File: src/rtl/bus_arb_pkg.sv
// Shared types and parameter limits for the internal bus arbiter.
// Included by both the RTL and the bench.
package bus_arb_pkg;

    typedef enum logic {
        IDLE  = 1'b0,
        OWNED = 1'b1
    } arbState_t;

    localparam int REQ_COUNT_MIN = 2;
    localparam int REQ_COUNT_MAX = 16;
    localparam int MAX_HOLD_MIN  = 1;
    localparam int MAX_HOLD_MAX  = 15;

endpackage

File: src/rtl/rr_pick.sv
// Round-robin pick: first set request bit at or above ptr_i, wrapping around.
// Purely combinational.
module rr_pick #(
    parameter  int N  = 4,
    localparam int PW = $clog2(N)
) (
    input  logic [N-1:0]  req_i,
    input  logic [PW-1:0] ptr_i,
    output logic [PW-1:0] idx_o,
    output logic          found_o
);

    // Scan offsets from highest to lowest so the smallest offset from ptr_i wins.
    always_comb begin
        idx_o   = '0;
        found_o = 1'b0;
        for (int i = N - 1; i >= 0; i--) begin
            int c;
            c = int'(ptr_i) + i;
            if (c >= N) c = c - N;
            if (req_i[c]) begin
                idx_o   = PW'(c);
                found_o = 1'b1;
            end
        end
    end

endmodule

File: src/rtl/internal_bus_arbiter.sv
// One-hot grant arbiter for the wired-OR internal data bus.
// It uses round-robin fairness and caps how long one owner can keep the bus.
module internal_bus_arbiter
    import bus_arb_pkg::*;
#(
    parameter  int REQUESTER_COUNT = 4,
    parameter  int MAX_HOLD        = 4,
    localparam int IW              = $clog2(REQUESTER_COUNT),
    localparam int HCW             = $clog2(MAX_HOLD + 1)
) (
    input  logic                       clk_i,
    input  logic                       rst_i,
    input  logic [REQUESTER_COUNT-1:0] req_i,
    input  logic [REQUESTER_COUNT-1:0] hold_i,
    output logic [REQUESTER_COUNT-1:0] grant_o,
    output logic                       grant_valid_o,
    output logic [IW-1:0]              grant_index_o,
    output logic                       cap_release_o,
    output arbState_t                  state_o
);

    arbState_t                  state_q;
    logic [REQUESTER_COUNT-1:0] grant_q;
    logic                       valid_q;
    logic [IW-1:0]              index_q;
    logic [IW-1:0]              ptr_q;
    logic [HCW-1:0]             hold_cnt_q;
    logic                       cap_q;

    logic [IW-1:0] pick_idx;
    logic          pick_found;
    logic [IW-1:0] ptr_d;
    logic          owner_wants;
    logic          retain;
    logic          cap_hit;

    rr_pick #(.N(REQUESTER_COUNT)) u_pick (
        .req_i   (req_i),
        .ptr_i   (ptr_q),
        .idx_o   (pick_idx),
        .found_o (pick_found)
    );

    // The owner has the lowest priority in pick after its grant.
    // A release therefore hands over to another requester first.
    // It re-grants the owner only when the owner is the sole requester.
    always_comb begin
        owner_wants = (state_q == OWNED) && req_i[index_q] && hold_i[index_q];
        retain      = owner_wants && (hold_cnt_q < HCW'(MAX_HOLD));
        cap_hit     = owner_wants && !retain;
        ptr_d       = (pick_idx == IW'(REQUESTER_COUNT - 1)) ? '0 : pick_idx + IW'(1);
    end

    always_ff @(posedge clk_i or posedge rst_i) begin
        if (rst_i) begin
            state_q    <= IDLE;
            grant_q    <= '0;
            valid_q    <= 1'b0;
            index_q    <= '0;
            ptr_q      <= '0;
            hold_cnt_q <= '0;
            cap_q      <= 1'b0;
        end else begin
            cap_q <= cap_hit;
            if (retain) begin
                hold_cnt_q <= hold_cnt_q + HCW'(1);
            end else if (pick_found) begin
                state_q    <= OWNED;
                grant_q    <= {{(REQUESTER_COUNT-1){1'b0}}, 1'b1} << pick_idx;
                valid_q    <= 1'b1;
                index_q    <= pick_idx;
                ptr_q      <= ptr_d;
                hold_cnt_q <= HCW'(1);
            end else begin
                state_q    <= IDLE;
                grant_q    <= '0;
                valid_q    <= 1'b0;
                index_q    <= '0;
                hold_cnt_q <= '0;
            end
        end
    end

    assign grant_o       = grant_q;
    assign grant_valid_o = valid_q;
    assign grant_index_o = index_q;
    assign cap_release_o = cap_q;
    assign state_o       = state_q;

endmodule
File: config.mk
export PLATFORM = sky130hd
export DESIGN_NAME = internal_bus_arbiter
export DESIGN_NICKNAME = d
export VERILOG_FILES = /design/src/rtl/bus_arb_pkg.sv /design/src/rtl/rr_pick.sv /design/src/rtl/internal_bus_arbiter.sv
export SDC_FILE = /design/constraint.sdc
export NUM_CORES = 1
export LEC_CHECK = 0
export BUFFER_PORTS_ARGS = -buffer_cell sky130_fd_sc_hd__buf_2
export CELL_PAD_IN_SITES_DETAIL_PLACEMENT = 0
export CELL_PAD_IN_SITES_GLOBAL_PLACEMENT = 1
export CORE_ASPECT_RATIO = 1.25
export CORE_MARGIN = 10
export CORE_UTILIZATION = 25
export DETAILED_ROUTE_END_ITERATION = 10
export PLACE_DENSITY = 0.59
export RECOVER_POWER = 100
export SKIP_LAST_GASP = 1
export SYNTH_ARGS = -nofsm -noshare
export SYNTH_HDL_FRONTEND = slang
export SYNTH_SLANG_ARGS = --single-unit
File: constraint.sdc
create_clock -name clk_i -period 2.57 [get_ports clk_i]
set_input_delay 0.257 -clock clk_i [delete_from_list [all_inputs] [get_ports clk_i]]
set_output_delay 0.257 -clock clk_i [all_outputs]
set_load 0.01 [all_outputs]
==> impl_metrics.ini, run 1 <==
[clocking]
clockRootBuffer = clkbuf_4
clk_pin_slew_ns = 0.08
cts_resized = 0
cts_buffers = 3
htreeDepth = 1
cts_setup_buffers = 0
clk_latency_ns = 0.28
cts.sinks = 13
cts_tree = yes
cts.hold.buffers_added = 0
clock_path_buffers = 2

[die]
die_h_um = 81.0
die_w_um = 68.8
core-area_mm2 = 0.00289
initial_core_util_pct = 25.8
dieArea_mm2 = 0.00557
row_count = 22
ios = 19

[setup_path]
rr_startpoint = grant_index_o[0]
crit_fanout = 7
r2r-end = grant_index_o[1]
required_ns = 2.74
cp-end-kind = flop
start_kind = flop
r2r_setup_slack_ns = 0.57
critPathArrivalTime_ns = 2.17
crit_start = grant_index_o[0]
rr_worst_depth = 4
worstSetupPathType = flop to flop

[timing]
fin_setup_tns_ns = 0
fin_crit_ns = 2.00
fin_skew_ns = 0.000749
slew_headroom_pct = 46.3
setup_viol = 0
tightest_slew_ns = 0.805
rsz0062_at_grt = false
fin_crit_sh_pct = 77.9
fmax_ghz = 0.500
hold_ws_ns = -0.0125
slew_violations = 0
timing.final.hold_violations = 13

[synthesis]
synth.area.mux_share_pct = 11.8
synthXorXnorAreaFrac_pct = 0
synth_edf_count = 0
synth_compound_area_share_pct = 13.9
yosys_register_bits = 13
synth_cell_types = 25
avgSynthCellArea_um2 = 10.5
ys_warn_count = 0
syn_nets = 86
ys.flop_type = dfrtp_1
synth-simple-area-share_pct = 14.6
synthAdderAreaFrac_pct = 8.40
synthCells = 71
async_flop_share_pct = 100
ys_seq_area_share_pct = 43.7
synth_top_family_by_area = simple AND/OR/NAND/NOR gates
synth_area_um2 = 744

[final_layout]
nets = 108
drive_above_1_share_pct = 17.4
layout.area.seq_um2 = 325
nFillCells = 316
multiInputGateArea_um2 = 339
areaGrowthSynthToFinish_pct = 16.0
final_cell_mix = dfrtp_1, inv_1, clkbuf_1
n_antenna_cell = 0
layout_commonest_cell = dfrtp_1
stdcell_area_um2 = 863
final_util_pct = 29.9

[outcome]
status = complete, but fails checks
violations = negative hold slack

[routing]
wl_per_cell_um = 12.5
viasPerCell = 4.17
drc = 0
vias = 534
ant_nets = 0
first_pass_iters = 2
wl_mm = 1.60
drt_iter0_drc = 16

[power]
leakage_nw = 0.443
vdd_ir_drop_max_v = 0.000452
powerDensity_mw_per_mm2 = 1040

[placement]
port_buffers = 18
place_congestion = 0.681
hpwl_mm = 1.24
place_area_um2 = 872

[job]
cap_violations = 0

[global_routing]
grt_pass1_wl_mm = 2.59
grt_max_degree = 14
antenna_found_initial = 0
grt_use_total_pct = 6.18
grt_pass1_vias = 566
overflow = 0

[worst_hold_path]
min_path_type = input pin to async pin
routing by layer:
| layer | vias to the layer above | track usage [%] | part of all wire [%] |
|---|---|---|---|
| li1 | 275 | - | - |
| met3 | 2 | 2.48 | 8.8 |
| met4 | 0 | 3.56 | 1.2 |
| met5 | - | 0 | 0 |
| met1 | 244 | 6.84 | 44 |
| met2 | 13 | 9.70 | 46 |
registers in the layout, summed over array words and instances, names as in the netlist:
| name | flops |
|---|---|
| hold_cnt_q | 3 |
| cap_release_o | 1 |
| grant_o | 4 |
| grant_valid_o | 1 |
| ptr_q | 2 |
| grant_index_o | 2 |
synthesized netlist by cell type (2+ instances only):
| cell type | count | share of area, % |
|---|---|---|
| a21oi_1 | 4 | 2.7 |
| and3_1 | 3 | 2.5 |
| dfrtp_1 | 13 | 44 |
| ha_1 | 5 | 8.4 |
| inv_1 | 12 | 6.0 |
| mux2_1 | 2 | 3.0 |
| mux2i_1 | 5 | 6.7 |
| nand2_1 | 7 | 3.5 |
| nand2b_1 | 2 | 1.7 |
| nand3_1 | 2 | 1.3 |
| nor2_1 | 2 | 1.0 |
worst max-delay path, cell delays in order (launching register included):
cell and delay (ns):
dfrtp_1 0.44, and2_0 0.18, a221oi_1 0.71, nand2_4 0.20, mux2_1 0.36
per-stage QoR:
step	total power, mW	hold slack [ns]	instances	worst slack [ns]
floorplan	0.705	0.134	71	0.978
global placement	0.829	0.309	124	0.921
detailed placement	0.833	0.319	124	0.841
CTS	0.966	0.00373	128	0.839
global route	0.988	0.0338	128	0.395
finish	0.895	-0.0125	128	0.569
power by group:
part / switching, mW / internal, mW
registers: 0.0575 / 0.284
logic: 0.237 / 0.189
clock network: 0.0706 / 0.0577
total: 0.365 / 0.530
logic make-up after synthesis:
logic type                 count (synthesis)
buffers and inverters                     14
DFF                                       13
AOI/OAI and AO/OA                         11
muxes                                      8
and+or+nand+nor                           20
adders and majority gates                  5
cell type report:
| cell class | instances | share of cell area (%) |
|---|---|---|
| Multi-Input combinational cell | 44 | 39.3 |
| Clock buffer | 3 | 2.61 |
| Timing Repair Buffer | 18 | 8.99 |
| Inverter | 13 | 5.65 |
| Tap cell | 36 | 5.22 |
| Sequential cell | 13 | 37.7 |
| Clock inverter | 1 | 0.580 |
worst max path at each step:
stage | to | slack (ns) | cells past startpoint
2_1_floorplan | ptr_q[1] | 0.98 | 5
5_1_grt | grant_index_o[1] | 0.40 | 4
3_3_place_gp | ptr_q[1] | 0.92 | 5
3_5_place_dp | ptr_q[1] | 0.84 | 5
6_report | grant_index_o[1] | 0.57 | 4
4_1_cts | ptr_q[1] | 0.84 | 5
Power figures use the tool's default switching activity.
==> run 2: changes to the inputs <==
PLACE_DENSITY = 0.61   (was 0.59)
clock period = 1.8 ns   (was 2.57 ns; I/O delays follow)
==> run 2 against run 1 <==
Against the previous run: the flow now finishes without violations; critical path depth is 1 higher; setup slack lost 0.38 ns; non-clock buffer count grew 2; final cell count is 1.6% higher; via count up 5.6%; largest power group unchanged.
==> impl_metrics.ini, run 2 (same netlist as run 1, synthesis figures left out) <==
[global_routing]
grt_pass1_vias = 582
grt_use_total_pct = 6.50
grt_max_degree = 14
grt_pass1_wl_mm = 2.73
overflow = 0
antenna_found_initial = 0

[setup_path]
critPathArrivalTime_ns = 1.77
worstSetupPathType = flop to flop
crit_fanout = 3
cp-end-kind = flop
start_kind = flop
required_ns = 1.96

[clocking]
clock_path_buffers = 2
cts_buffers = 3
clk_pin_slew_ns = 0.08
cts.sinks = 13
clockRootBuffer = clkbuf_4
cts_tree = yes
cts_setup_buffers = 0
htreeDepth = 1
clk_latency_ns = 0.27

[final_layout]
areaGrowthSynthToFinish_pct = 21.3
layout.area.seq_um2 = 325
multiInputGateArea_um2 = 363
drive_above_1_share_pct = 20.2
layout_commonest_cell = dfrtp_1
largest_reg_flops = 4
final_util_pct = 31.3
final_cell_mix = dfrtp_1, inv_1, clkbuf_1
nFillCells = 304
nets = 110
layout.cells.non_filler = 130
n_antenna_cell = 0

[power]
leakage_nw = 0.457
powerDensity_mw_per_mm2 = 1500
vdd_ir_drop_max_v = 0.000768
p_int_mw = 0.806
seq_power_share_pct = 35.7
p_sw_mw = 0.547
comb_power_share_pct = 50.9
p_clk_share_pct = 13.3
switching_share_pct = 40.4

[routing]
viasPerCell = 4.34
drc = 0
wl_mm = 1.71
ant_nets = 0
first_pass_iters = 4
wl_per_cell_um = 13.2
drt_iter0_drc = 13
vias = 564

[die]
row_count = 22
core-area_mm2 = 0.00289
ios = 19
die_w_um = 68.8
die_h_um = 81.0
dieArea_mm2 = 0.00557
initial_core_util_pct = 25.8

[timing]
timing.final.hold_violations = 0
rsz0062_at_grt = false
setup_viol = 0
fin_setup_tns_ns = 0
fin_crit_ns = 1.62
fin_crit_sh_pct = 89.7
slew_violations = 0
fmax_ghz = 0.619
slew_headroom_pct = 67.7
tightest_slew_ns = 0.484
fin_skew_ns = 0.00164

[placement]
dp_cells = 125
place_congestion = 0.808
port_buffers = 18
hpwl_mm = 1.39

[job]
cap_violations = 0

[worst_hold_path]
min_path_type = input pin to flop

[outcome]
status = complete, no violations
-- run 2: final timing paths --
| path | from | to | slack, ns | cells past startpoint |
|---|---|---|---|---|
| setup / recovery | ptr_q[0] | ptr_q[1] | 0.18 | 5 |
| hold / removal | req_i[0] | grant_valid_o | 0.34 | 3 |
| setup reg to reg | ptr_q[0] | ptr_q[1] | 0.18 | 5 |
| hold reg to reg | grant_o[2] | grant_o[2] | 0.52 | 2 |
| max in group asynchronous | rst_i | ptr_q[1] | 1.01 | 3 |
| min in group asynchronous | rst_i | hold_cnt_q[1] | 0.46 | 3 |
-- run 2: timing repair --
| action | CTS | global route |
|---|---|---|
| hold endpoints to repair | 13 | 0 |
| resized for setup | 0 | 1 |
| hold buffers | 1 | 0 |
| endpoints found under the setup margin | 0 | 1 |
-- run 2: power groups by stage --
stage | sequential (mW) | clock [mW] | combinational [mW]
after global routing | 0.499 | 0.207 | 0.787
after floorplan | 0.506 | 0 | 0.501
after CTS | 0.484 | 0.189 | 0.738
after global placement | 0.481 | 0 | 0.715
after detailed placement | 0.490 | 0 | 0.728
final | 0.484 | 0.180 | 0.690
-- run 2: stage by stage --
step | worst slack [ns] | cell area, um2 | hold slack, ns | total power [mW]
after floorplan | 0.208 | 744 | 0.0570 | 1.01
after global placement | 0.155 | 880 | 0.222 | 1.20
after detailed placement | 0.0575 | 880 | 0.240 | 1.22
after CTS | 0.0451 | 916 | 0.351 | 1.41
after global routing | 0.0519 | 903 | 0.381 | 1.49
final | 0.185 | 903 | 0.342 | 1.35
-- run 2: critical path: stages, from the launching register on --
cell	delay, ns
dfrtp_1	0.34
inv_1	0.07
a22o_1	0.25
a211oi_2	0.27
ha_1	0.28
mux2_1	0.30
-- run 2: area by class of cell --
class | instances | area share [%]
clock buffer | 4 | 2.91
inverter | 13 | 5.40
multi-input combinational | 44 | 40.2
sequential | 13 | 36.0
tap | 36 | 4.99
timing repair buffer | 20 | 10.5
-- run 2: metal layers --
metal / track usage [%] / part of all wire (%) / vias to the layer above
li1: - / - / 279
met1: 7.38 / 40 / 267
met2: 9.61 / 47 / 14
met3: 3.17 / 10 / 4
met4: 3.75 / 2.0 / 0
met5: 0 / 0 / -
